==> config.mk <==
export PLATFORM = sky130hd
export DESIGN_NAME = piezo_sound_arbiter
export DESIGN_NICKNAME = d
export VERILOG_FILES = /design/src/rtl/piezo_pkg.sv /design/src/rtl/piezo_tone_gen.sv /design/src/rtl/piezo_sound_arbiter.sv
export SDC_FILE = /design/constraint.sdc
export NUM_CORES = 1
export LEC_CHECK = 0
export CORE_MARGIN = 1
export CORE_UTILIZATION = 50
export CTS_CLUSTER_DIAMETER = 150
export DETAILED_ROUTE_END_ITERATION = 7
export GPL_TIMING_DRIVEN = 1
export PLACE_DENSITY = 0.79
export SLEW_MARGIN = 20
export SYNTH_ARGS = -nofsm -noshare
export SYNTH_HDL_FRONTEND = slang
export SYNTH_SLANG_ARGS = --single-unit
==> constraint.sdc <==
create_clock -name CLK -period 8.7 [get_ports CLK]
set_clock_uncertainty 0.2 [all_clocks]
set_input_delay 2.61 -clock CLK [delete_from_list [all_inputs] [get_ports CLK]]
set_output_delay 2.61 -clock CLK [all_outputs]
set_load 0.02 [all_outputs]
==> src/rtl/piezo_pkg.sv <==
// Shared types and constants for the piezo sound arbiter.
// The snooze state exists only when PIEZO_SNOOZE_EN is defined.
package piezo_pkg;

    localparam int unsigned MS_W = 13;

    // Tone half-periods in CLK cycles.
    localparam logic [7:0] KEY_NOTE   = 8'd190;
    localparam logic [7:0] CHIME_NOTE = 8'd127;
    localparam logic [7:0] ALARM_NOTE = 8'd95;

    localparam int unsigned GRANT_KEY   = 0;
    localparam int unsigned GRANT_CHIME = 1;
    localparam int unsigned GRANT_ALARM = 2;

    typedef enum logic [2:0] {
        StIdle,
        StKey,
        StChimeOn,
        StChimeGap,
        StAlarmOn,
        StAlarmOff
`ifdef PIEZO_SNOOZE_EN
        ,
        StSnooze
`endif
    } state_e;

    function automatic logic [2:0] grant_of(input state_e st);
        logic [2:0] g;
        g = '0;
        case (st)
            StKey:                  g[GRANT_KEY]   = 1'b1;
            StChimeOn, StChimeGap:  g[GRANT_CHIME] = 1'b1;
            StAlarmOn, StAlarmOff:  g[GRANT_ALARM] = 1'b1;
`ifdef PIEZO_SNOOZE_EN
            StSnooze:               g[GRANT_ALARM] = 1'b1;
`endif
            default:                g = '0;
        endcase
        return g;
    endfunction

    function automatic logic is_alarm(input state_e st);
        logic [2:0] g;
        g = grant_of(st);
        return g[GRANT_ALARM];
    endfunction

    // Zero means the state is silent.
    function automatic logic [7:0] note_of(input state_e st);
        logic [7:0] n;
        case (st)
            StKey:     n = KEY_NOTE;
            StChimeOn: n = CHIME_NOTE;
            StAlarmOn: n = ALARM_NOTE;
            default:   n = 8'd0;
        endcase
        return n;
    endfunction

endpackage

==> src/rtl/piezo_tone_gen.sv <==
// Half-period divider producing the piezo square wave.
// Held cleared (counter 0, output 0) whenever TONE_EN is low.
module piezo_tone_gen (
    input  logic       CLK,
    input  logic       RESET,
    input  logic       TONE_EN,
    input  logic [7:0] LIMIT,
    output logic       PIEZO
);

    logic [7:0] cnt_q;
    logic       piezo_q;

    always_ff @(posedge CLK) begin
        if (RESET || !TONE_EN) begin
            cnt_q   <= 8'd0;
            piezo_q <= 1'b0;
        end else if (cnt_q == LIMIT - 8'd1) begin
            cnt_q   <= 8'd0;
            piezo_q <= ~piezo_q;
        end else begin
            cnt_q   <= cnt_q + 8'd1;
        end
    end

    assign PIEZO = piezo_q;

endmodule

==> src/rtl/piezo_sound_arbiter.sv <==
// Arbitrates the piezo between alarm, hourly chime and key click, timing each pattern off TICK_1MS.
// Define PIEZO_SNOOZE_EN to build the snooze state; otherwise the SNOOZE port is ignored.
module piezo_sound_arbiter
    import piezo_pkg::*;
#(
    parameter int unsigned KEY_MS       = 30,
    parameter int unsigned CHIME_ON_MS  = 200,
    parameter int unsigned CHIME_GAP_MS = 200,
    parameter int unsigned ALARM_ON_MS  = 500,
    parameter int unsigned ALARM_OFF_MS = 500,
    parameter int unsigned SNOOZE_MS    = 5000
) (
    input  logic       CLK,
    input  logic       RESET,
    input  logic       TICK_1MS,
    input  logic       ALARM_REQ,
    input  logic       CHIME_REQ,
    input  logic [3:0] CHIME_NUM,
    input  logic       KEY_REQ,
    input  logic       SNOOZE,
    output logic [2:0] GRANT,
    output logic       BUSY,
    output logic       PIEZO
);

    state_e          state_q, state_d;
    logic [MS_W-1:0] ms_q, ms_d, dur;
    logic [3:0]      beeps_q, beeps_d;
    logic            pend_q, pend_d;
    logic [3:0]      pend_num_q, pend_num_d;
    logic [2:0]      grant_q, grant_d;
    logic            chime_ok, done, restart, entry, tone_en;
    logic [7:0]      limit;

`ifdef PIEZO_SNOOZE_EN
    localparam logic [MS_W-1:0] SnoozeDur = MS_W'(SNOOZE_MS);
`else
    logic unused_snooze;
    assign unused_snooze = SNOOZE | (SNOOZE_MS == 0);
`endif

    assign chime_ok = CHIME_REQ && (CHIME_NUM != 4'd0);

    always_comb begin
        dur = '0;
        case (state_q)
            StKey:      dur = MS_W'(KEY_MS);
            StChimeOn:  dur = MS_W'(CHIME_ON_MS);
            StChimeGap: dur = MS_W'(CHIME_GAP_MS);
            StAlarmOn:  dur = MS_W'(ALARM_ON_MS);
            StAlarmOff: dur = MS_W'(ALARM_OFF_MS);
`ifdef PIEZO_SNOOZE_EN
            StSnooze:   dur = SnoozeDur;
`endif
            default:    dur = '0;
        endcase
    end

    assign done = TICK_1MS && (state_q != StIdle) && (ms_q == dur - MS_W'(1));

    always_comb begin
        state_d    = state_q;
        beeps_d    = beeps_q;
        pend_d     = pend_q;
        pend_num_d = pend_num_q;
        restart    = 1'b0;
        unique case (state_q)
            StIdle: begin
                if (ALARM_REQ) begin
                    state_d = StAlarmOn;
                end else if (chime_ok) begin
                    state_d = StChimeOn;
                    beeps_d = CHIME_NUM;
                    pend_d  = 1'b0;
                end else if (pend_q) begin
                    state_d = StChimeOn;
                    beeps_d = pend_num_q;
                    pend_d  = 1'b0;
                end else if (KEY_REQ) begin
                    state_d = StKey;
                end
            end
            StKey: begin
                if (ALARM_REQ) begin
                    state_d = StAlarmOn;
                end else if (chime_ok) begin
                    state_d = StChimeOn;
                    beeps_d = CHIME_NUM;
                end else if (done) begin
                    state_d = StIdle;
                end
            end
            StChimeOn: begin
                if (ALARM_REQ) begin
                    state_d = StAlarmOn;
                    beeps_d = 4'd0;
                end else if (chime_ok) begin
                    beeps_d = CHIME_NUM;
                    restart = 1'b1;
                end else if (done) begin
                    beeps_d = beeps_q - 4'd1;
                    state_d = (beeps_q <= 4'd1) ? StIdle : StChimeGap;
                end
            end
            StChimeGap: begin
                if (ALARM_REQ) begin
                    state_d = StAlarmOn;
                    beeps_d = 4'd0;
                end else if (chime_ok) begin
                    state_d = StChimeOn;
                    beeps_d = CHIME_NUM;
                end else if (done) begin
                    state_d = StChimeOn;
                end
            end
            StAlarmOn: begin
                if (!ALARM_REQ) begin
                    state_d = StIdle;
                end
`ifdef PIEZO_SNOOZE_EN
                else if (SNOOZE) begin
                    state_d = StSnooze;
                end
`endif
                else if (done) begin
                    state_d = StAlarmOff;
                end
            end
            StAlarmOff: begin
                if (!ALARM_REQ) begin
                    state_d = StIdle;
                end
`ifdef PIEZO_SNOOZE_EN
                else if (SNOOZE) begin
                    state_d = StSnooze;
                end
`endif
                else if (done) begin
                    state_d = StAlarmOn;
                end
            end
`ifdef PIEZO_SNOOZE_EN
            StSnooze: begin
                if (!ALARM_REQ) begin
                    state_d = StIdle;
                end else if (done) begin
                    state_d = StAlarmOn;
                end
            end
`endif
            default: state_d = StIdle;
        endcase
        // A chime that arrives while the alarm holds (or takes) the piezo waits its turn.
        if (chime_ok && (is_alarm(state_q) || is_alarm(state_d))) begin
            pend_d     = 1'b1;
            pend_num_d = CHIME_NUM;
        end
    end

    assign entry = (state_d != state_q) || restart;
    assign ms_d  = entry ? '0 :
                   (TICK_1MS && (state_q != StIdle)) ? ms_q + MS_W'(1) : ms_q;

    always_comb begin
        grant_d = grant_of(state_d);
        limit   = note_of(state_d);
        tone_en = (limit != 8'd0) && !entry;
    end

    always_ff @(posedge CLK) begin
        if (RESET) begin
            state_q    <= StIdle;
            ms_q       <= '0;
            beeps_q    <= 4'd0;
            pend_q     <= 1'b0;
            pend_num_q <= 4'd0;
            grant_q    <= 3'b000;
        end else begin
            state_q    <= state_d;
            ms_q       <= ms_d;
            beeps_q    <= beeps_d;
            pend_q     <= pend_d;
            pend_num_q <= pend_num_d;
            grant_q    <= grant_d;
        end
    end

    assign GRANT = grant_q;
    assign BUSY  = |grant_q;

    piezo_tone_gen u_tone (
        .CLK     (CLK),
        .RESET   (RESET),
        .TONE_EN (tone_en),
        .LIMIT   (limit),
        .PIEZO   (PIEZO)
    );

endmodule

==> results of run 1 <==
worst paths after layout:
kind | start | endpoint | slack [ns] | cells past startpoint
worst max-delay path | CHIME_NUM[0] | u_tone.PIEZO$_SDFFE_PP0N_ | 3.29 | 8
worst max register to register | state_q[1]$_SDFF_PP0_ | u_tone.PIEZO$_SDFFE_PP0N_ | 4.25 | 13
worst min register to register | beeps_q[3]$_SDFFE_PP0P_ | beeps_q[3]$_SDFFE_PP0P_ | 0.30 | 2
worst min-delay path | beeps_q[3]$_SDFFE_PP0P_ | beeps_q[3]$_SDFFE_PP0P_ | 0.30 | 2
layer usage:
layer / vias to the layer above / part of all wire / track usage
met2: 41 / 0.47 / 0.340
met5: - / 0 / 0
met1: 970 / 0.48 / 0.280
met4: 0 / 0.017 / 0.0933
met3: 9 / 0.035 / 0.0427
li1: 1058 / - / -
cells by family after synthesis:
| group | after synthesis | share of synthesized area |
|---|---|---|
| AO/OA/AOI/OAI | 69 | 0.212 |
| XOR/XNOR | 26 | 0.0963 |
| adder cells (fa/ha/maj) | 5 | 0.0265 |
| buffers and inverters | 28 | 0.0487 |
| flip-flops | 37 | 0.313 |
| multiplexers | 10 | 0.0429 |
| AND/OR/NAND/NOR | 122 | 0.260 |
report_power, final:
group / internal [mW] / total, mW / switching (mW)
logic: 0.0270 / 0.0633 / 0.0363
clock network: 0.0932 / 0.157 / 0.0639
registers: 0.174 / 0.181 / 0.00738
flip-flops by register name, summed over array words and instances, names as in the netlist:
register and count:
pend_num_q 4, beeps_q 4, u_tone.cnt_q 8, ms_q 13, GRANT 3, u_tone.PIEZO 1
pend_q 1, state_q 3
cell type report:
type | instances | share of cell area
Multi-Input combinational cell | 232 | 0.577
Clock buffer | 6 | 0.0315
Tap cell | 52 | 0.0248
Sequential cell | 37 | 0.283
Timing Repair Buffer | 15 | 0.0564
Clock inverter | 2 | 0.0143
Inverter | 9 | 0.0129
stage by stage:
step / worst slack, ns / util
2_1_floorplan: 3.77 / -
3_3_place_gp: 2.91 / 0.561
3_5_place_dp: 2.86 / 0.561
4_1_cts: 3.18 / 0.588
5_1_grt: 3.10 / 0.589
6_report: 3.29 / 0.589
worst max-delay path, stage by stage:
cell and delay, ns:
clkdlybuf4s50_1 0.46, o41a_1 0.63, nor3_1 0.28, nand4b_1 0.29
o41ai_4 0.17, mux2i_1 0.25, a2111oi_2 0.35, mux2_1 0.35
placed cells by master, fill, tap and decap left out, drive strengths merged, types with 3 or more instances in the layout:
master,synthesis,routed
a211o,4,4
a211oi,5,5
a21oi,22,22
and3,5,5
clkbuf,14,6
clkdlybuf4s50,0,14
dfxtp,37,37
ha,5,5
inv,9,9
mux2i,9,9
nand2,19,19
nand2b,3,3
nand3,16,16
nand4,5,5
nor2,39,39
nor2b,4,4
nor3,14,14
nor3b,3,3
o21ai,17,17
or3,5,5
xnor2,11,11
xor2,15,15
==> out/metrics.cfg, run 1 <==
[power]
p_per_area_nw_per_um2 = 153
ir_drop_mv = 0.0918
p_leak_nw = 0.927
finalPower_mw = 0.402

[synth]
ys_types = 55
seq_area_frac_synth = 0.313
synth_area_leader_cell = dfxtp_1
synth_edf_count = 0
ys.flop_type = dfxtp_1
synth_cells = 297
async_flop_share = 0
synth_common_cells = nor2_1, dfxtp_1, a21oi_1, nand2_1, nand3_1
synth_nets = 313
synth_top_area_share = 0.313
synth_area_leaders = dfxtp_1, nor2_1, xor2_1
avgSynthCellArea_sq_um = 7.96
synth_area_sq_um = 2360
yosysMostFrequentCell = nor2_1
synth-seq-cells = 37
ys_warn_count = 0

[place]
hpwlAfterDp_microns = 3490
dp_cells = 345
place.gp.congestion = 0.822
portBuffers = 14
post_dp_cell_area_sq_um = 2490

[sta]
slew_headroom = 0.445
period_needed_ns = 5.41
fin_setup_tns_ns = 0
setup_viol = 0
finalHoldViolations = 0
fmax_mhz = 185
drv_slew = 0
rsz0062_at_grt = false
worst_pin_slew_ns = 0.831
hold-worst-slack_ns = 0.300
finalCritPeriodShare = 0.622

[drt]
finalWirelength_microns = 4970
drc = 0
vias = 2078
vias_per_cell = 5.89
wl_per_cell_microns = 14.1
drt-initial-drc-count = 162
ant_nets = 0
dr.pass1.iters = 4

[global_route]
grt_pass1_vias = 1945
gr-total-overflow = 0
grt_max_degree = 27
grt_pass1_wl_microns = 8600
grt_util_all_layers = 0.213
antenna_found_initial = 0

[worst_setup_path]
arrival_ns = 5.39
critPathKind = input pin to flop
worstPathRequired_ns = 8.68
crit_fanout = 14
cp-start-kind = input pin
cp-end-kind = flop

[clocking]
cts_htree_levels = 2
cts_resized = 0
root_buffer = clkbuf_8
hold_buffers = 0
cts_buffer_depth = 2
cts_tree = yes
clk_latency_ns = 0.30
numCtsBuffers = 5
path_clk_slew_ns = 0.08
cts.sink_count = 37
postCtsSetupBuffers = 0

[final_layout]
multiInputGateArea_sq_um = 1510
nets = 316
fillCellCount = 403
seqCellArea_sq_um = 741
final_area_sq_um = 2620
stdcell_count = 353
diodes = 0
area_growth_syn_to_layout_pct = 10.8
drive_gt1_frac = 0.0831

[die]
ioPinCount = 16
die_h_microns = 70.8
rows = 24
die_area_sq_um = 5010
start_util = 0.532
core_area_sq_um = 4440
die_w_microns = 70.8

[job]
drv_cap = 0

[hold_path]
min_path_type = flop to flop

[status]
status = complete, no violations

Note: power is estimated with default switching activity, not from simulation.
==> run 2: changes to the inputs <==
- PLACE_DENSITY: 0.79 -> 0.82
- clock period: 8.7 -> 4.43 ns (I/O delays scaled with it)
==> run 2 against run 1 <==
- hold slack lost 0.0084 ns
- final cell count up 2.0%
- wire length increased by 5.0%
- largest cell class unchanged
==> out/metrics.cfg, run 2 (same netlist as run 1, synthesis figures left out) <==
[global_route]
grt_util_all_layers = 0.222  ; was 0.213
grt_max_degree = 26  ; was 27
gr-total-overflow = 0  ; unchanged
met2_usage = 0.372  ; was 0.340
use_met1 = 0.288  ; was 0.280
antenna_found_initial = 0  ; unchanged
top_usage_layer = met2  ; unchanged
grt_pass1_vias = 2000  ; was 1945
grtUsageMet3 = 0.0370  ; was 0.0427
grt_pass1_wl_microns = 9000  ; was 8600 microns

[clocking]
numCtsBuffers = 5  ; unchanged
root_buffer = clkbuf_8  ; unchanged
cts_buffer_depth = 2  ; unchanged
cts_tree = yes  ; unchanged
cts_resized = 0  ; unchanged
cts_htree_levels = 2  ; unchanged
cts.sink_count = 37  ; unchanged
hold_buffers = 0  ; unchanged
path_clk_slew_ns = 0.08  ; about the same
clk_latency_ns = 0.30  ; about the same
postCtsSetupBuffers = 0  ; unchanged

[worst_setup_path]
cp-end-kind = flop  ; unchanged
worstPathRequired_ns = 4.41  ; was 8.68 ns
path_cells = clkdlybuf4s50_1 -> o41a_1 -> nor3_1 -> nand4b_1 -> o41ai_4 -> mux2i_1 -> a2111oi_2 -> mux2_1  ; unchanged
cp_slowest_stage_delay_ns = 0.53  ; was 0.63 ns
crit_fanout = 6  ; was 14
reg2reg_depth = 13  ; unchanged
cp-start-kind = input pin  ; unchanged
arrival_ns = 3.93  ; was 5.39 ns
cp_slowest_cell = o41a_1  ; unchanged
critPathKind = input pin to flop  ; unchanged

[die]
start_util = 0.532  ; unchanged
die_area_sq_um = 5010  ; unchanged
die_w_microns = 70.8  ; unchanged
rows = 24  ; unchanged
die_h_microns = 70.8  ; unchanged
core_area_sq_um = 4440  ; unchanged
ioPinCount = 16  ; unchanged

[drt]
drc = 0  ; unchanged
wl_per_cell_microns = 14.5  ; was 14.1 microns
drt-initial-drc-count = 256  ; was 162
ant_nets = 0  ; unchanged
dr.pass1.iters = 5  ; was 4
finalWirelength_microns = 5210  ; was 4970 microns
vias_per_cell = 6.04  ; was 5.89
vias = 2174  ; was 2078

[sta]
fmax_mhz = 253
finalHoldViolations = 0  ; unchanged
period_needed_ns = 3.95
drv_slew = 0  ; unchanged
setup_slack_ns = 0.479  ; was 3.29 ns
worst_pin_slew_ns = 0.505  ; was 0.831 ns
rsz0062_at_grt = false  ; unchanged
fin_setup_tns_ns = 0  ; unchanged
hold-worst-slack_ns = 0.291  ; was 0.300 ns
setup_viol = 0  ; unchanged
slew_headroom = 0.653  ; was 0.445
finalCritPeriodShare = 0.892

[status]
status = complete, no violations  ; unchanged

[place]
post_dp_cell_area_sq_um = 2550  ; was 2490 sq um
dp_cells = 352  ; was 345
hpwlAfterDp_microns = 3630  ; was 3490 microns
portBuffers = 14  ; unchanged
place.gp.congestion = 0.850  ; was 0.822
dp_worst_setup_slack_ns = 0.180  ; was 2.86 ns

[final_layout]
diodes = 0  ; unchanged
nets = 323  ; was 316
stdcell_count = 360  ; was 353
reg_top3 = ms_q: 13 flops, u_tone.cnt_q: 8 flops  ; unchanged
area_growth_syn_to_layout_pct = 12.7  ; was 10.8%
drive_gt1_frac = 0.101  ; was 0.0831
final_area_sq_um = 2660  ; was 2620 sq um
top_register = ms_q  ; unchanged
largest_reg_flops = 13  ; unchanged
final_common_cell = nor2_1  ; unchanged
fillCellCount = 408  ; was 403
final_cell_mix = nor2_1, dfxtp_1, a21oi_1  ; unchanged

[power]
p_per_area_nw_per_um2 = 294  ; was 153 nW/um^2
p_leak_nw = 0.958  ; was 0.927 nW
ir_drop_mv = 0.185  ; was 0.0918 mV

[hold_path]
min_path_type = flop to flop  ; unchanged
hold_path_depth = 2  ; unchanged

[job]
drv_cap = 0  ; unchanged

run 2: cell count changes in the layout (fill, tap and decap cells not counted):
cell / change
clkbuf_8: -1
o21ai_2: -1
o21ai_1: +1
clkinv_4: +1
buf_4: +7
run 2: path summary, 6_finish.rpt:
kind                                                   end                     from  slack [ns]
worst max register to register  u_tone.cnt_q[7]$_SDFF_PP0_    state_q[1]$_SDFF_PP0_        0.58
worst min-delay path               beeps_q[3]$_SDFFE_PP0P_  beeps_q[3]$_SDFFE_PP0P_        0.29
worst min register to register     beeps_q[3]$_SDFFE_PP0P_  beeps_q[3]$_SDFFE_PP0P_        0.29
worst max-delay path             u_tone.PIEZO$_SDFFE_PP0N_             CHIME_NUM[0]        0.48
run 2: power by group:
part | leakage (nW) | switching, mW | total [mW] | internal [mW]
Clock | 0.0543 | 0.127 | 0.296 | 0.168
Sequential | 0.300 | 0.00903 | 0.350 | 0.341
Combinational | 0.603 | 0.0800 | 0.137 | 0.0570
run 2: metrics by stage:
stage          utilization  total power, mW
4_1_cts              0.599            0.788
6_report             0.599            0.783
3_3_place_gp         0.573            0.488
5_1_grt              0.599            0.819
3_5_place_dp         0.573            0.493
2_1_floorplan            -            0.454
run 2: worst max-delay path: cells and delay by family:
family | cells | cell delay, ns
simple gates | 2 | 0.49
buf+inv | 1 | 0.46
mux | 2 | 0.60
compound gates | 3 | 1.04
run 2: layout make-up:
type	count	area [sq um]	area share
Clock buffer	5	68.8	0.0258
Clock inverter	3	46.3	0.0174
Inverter	9	33.8	0.0127
Multi-Input combinational cell	232	1510	0.566
Sequential cell	37	741	0.278
Tap cell	52	65.1	0.0244
Timing Repair Buffer	22	200	0.0752
run 2: per-layer routing:
metal,vias to the layer above,share of wire,routed length [microns]
li1,1070,-,-
met1,1009,0.45,2340
met2,79,0.47,2460
met3,16,0.059,305
met4,0,0.020,106
met5,-,0,0
